**src/rtl/alu_arbiter.sv**
```systemverilog
// rtl/alu_arbiter.sv - two-requester round-robin front end sharing one ALU
//
// alu          : combinational ALU, opcodes 0000-1001, zero result otherwise.
// alu_arbiter  : IDLE -> EXEC -> RESP sequencer around one shared alu.
//   clk_in, rst_n_in                    clock, asynchronous active-low reset
//   reqk_valid_in / reqk_ready_out      request handshake, k in {0,1}
//   reqk_op_in, reqk_s_in, reqk_t_in,   opcode, operands, shift amount
//   reqk_shamt_in
//   resp_valid_out / resp_ready_in      response handshake
//   resp_id_out, resp_result_out,       requester index, result, illegal-op flag
//   resp_err_out
//   busy_out                            high whenever state is not IDLE
// Optional feature macro: ALU_ARB_OPCHK_EN (flag opcodes 1010-1111 on resp_err_out).

module alu #(
  parameter int BUS_WIDTH = 32
) (
  input  logic [3:0]           op,
  input  logic [BUS_WIDTH-1:0] s,
  input  logic [BUS_WIDTH-1:0] t,
  input  logic [4:0]           shamt,
  output logic [BUS_WIDTH-1:0] result
);
  always_comb begin
    result = '0;
    case (op)
      4'b0000: result = s & t;
      4'b0001: result = s | t;
      4'b0010: result = s + t;
      4'b0011: result = s ^ t;
      4'b0100: result = t << s[4:0];
      4'b0101: result = t >> s[4:0];
      4'b0110: result = s - t;
      4'b0111: result = '0 - s;
      4'b1000: result = t << shamt;
      4'b1001: result = t >> shamt;
      default: result = '0;
    endcase
  end
endmodule

module alu_arbiter #(
  parameter int BUS_WIDTH = 32
) (
  input  logic                 clk_in,
  input  logic                 rst_n_in,
  input  logic                 req0_valid_in,
  output logic                 req0_ready_out,
  input  logic [3:0]           req0_op_in,
  input  logic [BUS_WIDTH-1:0] req0_s_in,
  input  logic [BUS_WIDTH-1:0] req0_t_in,
  input  logic [4:0]           req0_shamt_in,
  input  logic                 req1_valid_in,
  output logic                 req1_ready_out,
  input  logic [3:0]           req1_op_in,
  input  logic [BUS_WIDTH-1:0] req1_s_in,
  input  logic [BUS_WIDTH-1:0] req1_t_in,
  input  logic [4:0]           req1_shamt_in,
  output logic                 resp_valid_out,
  input  logic                 resp_ready_in,
  output logic                 resp_id_out,
  output logic [BUS_WIDTH-1:0] resp_result_out,
  output logic                 resp_err_out,
  output logic                 busy_out
);
  typedef enum logic [1:0] {IDLE, EXEC, RESP} state_t;

  state_t               state;
  logic                 last_grant;
  logic [3:0]           op_q;
  logic [BUS_WIDTH-1:0] s_q;
  logic [BUS_WIDTH-1:0] t_q;
  logic [4:0]           shamt_q;
  logic                 id_q;
  logic [BUS_WIDTH-1:0] alu_result;
  logic                 pick1;
  logic                 accept;

  // Requester 1 wins when it is alone, or on a tie when requester 0 was granted last.
  assign pick1  = req1_valid_in & (~req0_valid_in | ~last_grant);
  assign accept = (state == IDLE) & (req0_valid_in | req1_valid_in);

  assign req0_ready_out = accept & ~pick1;
  assign req1_ready_out = accept & pick1;
  assign busy_out       = (state != IDLE);

  alu #(.BUS_WIDTH(BUS_WIDTH)) u_alu (
    .op     (op_q),
    .s      (s_q),
    .t      (t_q),
    .shamt  (shamt_q),
    .result (alu_result)
  );

  always_ff @(posedge clk_in or negedge rst_n_in) begin
    if (!rst_n_in) begin
      state           <= IDLE;
      last_grant      <= 1'b1;  // so requester 0 wins the first tie
      op_q            <= '0;
      s_q             <= '0;
      t_q             <= '0;
      shamt_q         <= '0;
      id_q            <= 1'b0;
      resp_valid_out  <= 1'b0;
      resp_id_out     <= 1'b0;
      resp_result_out <= '0;
    end else begin
      case (state)
        IDLE: begin
          if (accept) begin
            op_q       <= pick1 ? req1_op_in    : req0_op_in;
            s_q        <= pick1 ? req1_s_in     : req0_s_in;
            t_q        <= pick1 ? req1_t_in     : req0_t_in;
            shamt_q    <= pick1 ? req1_shamt_in : req0_shamt_in;
            id_q       <= pick1;
            last_grant <= pick1;
            state      <= EXEC;
          end
        end
        EXEC: begin
          resp_result_out <= alu_result;
          resp_id_out     <= id_q;
          resp_valid_out  <= 1'b1;
          state           <= RESP;
        end
        RESP: begin
          if (resp_ready_in) begin
            resp_valid_out <= 1'b0;
            state          <= IDLE;
          end
        end
        default: begin
          resp_valid_out <= 1'b0;
          state          <= IDLE;
        end
      endcase
    end
  end

`ifdef ALU_ARB_OPCHK_EN
  always_ff @(posedge clk_in or negedge rst_n_in) begin
    if (!rst_n_in) begin
      resp_err_out <= 1'b0;
    end else if (state == EXEC) begin
      resp_err_out <= (op_q > 4'd9);
    end
  end
`else
  assign resp_err_out = 1'b0;
`endif

endmodule

```
**config.mk**
```make
export PLATFORM = sky130hd
export DESIGN_NAME = alu_arbiter
export DESIGN_NICKNAME = d
export VERILOG_FILES = /design/src/rtl/alu_arbiter.sv
export SDC_FILE = /design/constraint.sdc
export NUM_CORES = 1
export LEC_CHECK = 0
export ABC_AREA = 1
export ABC_CLOCK_PERIOD_IN_PS = 3600
export CORE_MARGIN = 3
export CORE_UTILIZATION = 40
export CTS_CLUSTER_DIAMETER = 80
export DETAILED_ROUTE_END_ITERATION = 16
export GPL_TIMING_DRIVEN = 1
export SYNTH_ARGS = -nofsm -noshare
export SYNTH_HDL_FRONTEND = slang
export SYNTH_SLANG_ARGS = --single-unit
```
**constraint.sdc**
```tcl
create_clock -name clk_in -period 3.6 [get_ports clk_in]
set_input_delay 1.08 -clock clk_in [delete_from_list [all_inputs] [get_ports clk_in]]
set_output_delay 1.08 -clock clk_in [all_outputs]
set_load 0.005 [all_outputs]
```
==> results.sh <==
export IMPL_outcome="complete, but fails checks"
export IMPL_failed_checks="setup timing"
export IMPL_skew_ns=0.0125
export IMPL_worstSkewPairLatency_ns=0.40
export IMPL_hold_viol=0
export IMPL_cts_max_path_buffers=2
export IMPL_yosys_warnings=0
export IMPL_cts_sinks=111
export IMPL_drt_antenna_violating_nets=0
export IMPL_hold_depth=2
export IMPL_yosysTopAreaCell="dfrtp_1"
export IMPL_grt_usage=0.385
export IMPL_avgSynthCellArea_um2=6.12
export IMPL_drv_cap=0
export IMPL_dp_slack_ns=-0.593
export IMPL_yosysMostFrequentCell="nand2_1"
export IMPL_wire_per_inst_um=23.7
export IMPL_drive_above_1_share=0.173
export IMPL_fin_ws_ns=-0.139
export IMPL_setup_viol=6
export IMPL_vias=17600
export IMPL_grt_ovfl_total=0
export IMPL_final_cells=3009
export IMPL_root_buffer="clkbuf_16"
export IMPL_die_h_um=191
export IMPL_critPathLaunchType="register"
export IMPL_area_growth_pct=34.8
export IMPL_rsz0062_at_grt="yes"
export IMPL_cp_required_ns=3.89
export IMPL_holdWs_ns=0.482
export IMPL_crit_fanout=5
export IMPL_htreeDepth=3
export IMPL_max_freq_mhz=267
export IMPL_core_mm2=0.0336
export IMPL_arrival_ns=4.03
export IMPL_first_pass_iters=8
export IMPL_wirelength_um=71300
export IMPL_n_fill_cell=3431
export IMPL_drt_iter0_markers=2320
export IMPL_syn_cell_area_mm2=0.0136
export IMPL_start_util=0.406
export IMPL_dp_cells=2970
export IMPL_cts_buffers=9
export IMPL_ioPinCount=189
export IMPL_worst_pin_slew_ns=0.795
export IMPL_fin_crit_ns=3.74
export IMPL_ys_top_cells_by_count="701 x nand2_1, 382 x nand3_1, 172 x inv_1, 168 x nor2_1, 130 x o211ai_1"
export IMPL_port_buffers=187
export IMPL_synth_top_cell_area_share=0.202
export IMPL_grt_pass1_vias=16500
export IMPL_synth_nets=2480
export IMPL_grt_pass1_wl_um=105000
export IMPL_regToRegStartpoint="t_q[0]"
export IMPL_r2r_slack_ns=-0.14
export IMPL_vias_per_cell=5.86
export IMPL_ys_types=53
export IMPL_grt_max_degree=75
export IMPL_critPathLaunch="t_q[0]"
export IMPL_placementRows=67
export IMPL_end_kind="register"
export IMPL_yosys_top_cells_area="dfrtp_1 20%, nand2_1 19%, nand3_1 14%"
export IMPL_slew_headroom=0.470
export IMPL_min_path_type="reg -> reg"
export IMPL_slew_viol_final=0
export IMPL_die_width_um=191
export IMPL_period_share=1.04
export IMPL_drc_errors=0
export IMPL_cts_tree="done"
export IMPL_worst_setup_hold_path_clk_slew_ns=0.09
export IMPL_ys_seq_area_frac=0.204
export IMPL_diodes=0
export IMPL_place_congestion=1.05
export IMPL_nNetsFinal=2805
export IMPL_dp_hpwl_um=56700
export IMPL_ys_ff_latch=111
export IMPL_antenna_found_initial=0
export IMPL_path_class="reg -> reg"
export IMPL_worstRegToRegCells=23
export IMPL_syn_inst=2231
export IMPL_die_area_mm2=0.0364
export IMPL_r2r_end="resp_result_out[28]"
export IMPL_ys_flop_type="dfrtp_1"
export IMPL_async_flop_share=1.00
export IMPL_crit_path_end="resp_result_out[28]"
export IMPL_synth_edff_count=0
## how the worst min path moves through the flow
stage | endpoint | from
finish | resp_result_out[4] | resp_result_out[4]
global route | resp_result_out[4] | resp_result_out[4]
CTS | resp_result_out[4] | resp_result_out[4]
detailed placement | resp_result_out[4] | resp_result_out[4]
global placement | resp_result_out[6] | resp_result_out[6]
floorplan | last_grant | last_grant
## sequential cells by signal, summed over array words and instances (netlist names), 2 cells and up
| name | count |
|---|---|
| state | 2 |
| s_q | 32 |
| resp_result_out | 32 |
| shamt_q | 5 |
| op_q | 4 |
| t_q | 32 |
## worst max-delay path: stages, from the launching register on
cell	delay [ns]
dfrtp_1	0.40
buf_4	0.17
nor3_4	0.22
nand3_2	0.15
nor2_4	0.19
nand3_4	0.13
nand2_4	0.12
o21a_1	0.16
buf_4	0.12
o21ai_0	0.09
xor2_1	0.26
ha_2	0.40
a21oi_4	0.20
nor2_1	0.07
nor2_1	0.12
nand2_1	0.09
a21oi_2	0.15
nand3_1	0.09
nand2_1	0.07
nor2_2	0.06
nor2_2	0.15
nand2_2	0.09
nand2_1	0.08
nand2_1	0.06
## area by class of cell
cell class	count	area, um^2	share of cell area
Inverter	184	693	0.0377
Multi-Input combinational cell	1827	10300	0.562
Clock inverter	6	57.6	0.00313
Timing Repair Buffer	423	3740	0.203
Clock buffer	10	239	0.0130
Sequential cell	111	2780	0.151
Tap cell	448	561	0.0305
## timing repair
item,in CTS,in global routing
hold buffers,0,0
setup endpoints to repair,24,25
pin swaps,27,61
gates resized for setup,73,115
setup buffers,13,10
## through the flow
step | setup TNS (ns) | utilization | area [um^2]
after floorplan | 0 | - | 13600
after global placement | -3.86 | 0.513 | 17300
after detailed placement | -5.04 | 0.513 | 17300
after CTS | -0.996 | 0.532 | 17900
after global routing | -2.84 | 0.547 | 18400
final | -0.457 | 0.547 | 18400
## placed cells by master (no fill, tap or decap), types with 27 or more instances in the layout
master / n
xor2_1: 27
ha_1: 89
nor2_1: 138
nand2_2: 31
a21oi_1: 44
o211ai_1: 130
clkdlybuf4s50_1: 186
nand3_1: 359
nand4_1: 30
dfrtp_1: 110
buf_4: 228
inv_1: 161
nand2_1: 672
o21ai_0: 67
## cells by family after synthesis
group	after synthesis	share of synthesized area
other	1	0.000275
adders and majority gates	98	0.0904
buffers and inverters	293	0.0910
DFF	111	0.204
AOI/OAI and AO/OA	344	0.167
xor gates and xnor gates	32	0.0205
and+or+nand+nor	1352	0.427
## layer usage
metal | GRT usage | part of all wire
met1 | 0.510 | 0.41
met2 | 0.606 | 0.43
met3 | 0.0669 | 0.10
met4 | 0.193 | 0.062
met5 | 0 | 0
Power is not shown: default switching activity piles up to over one toggle a cycle in this logic, so the estimate is an artifact.
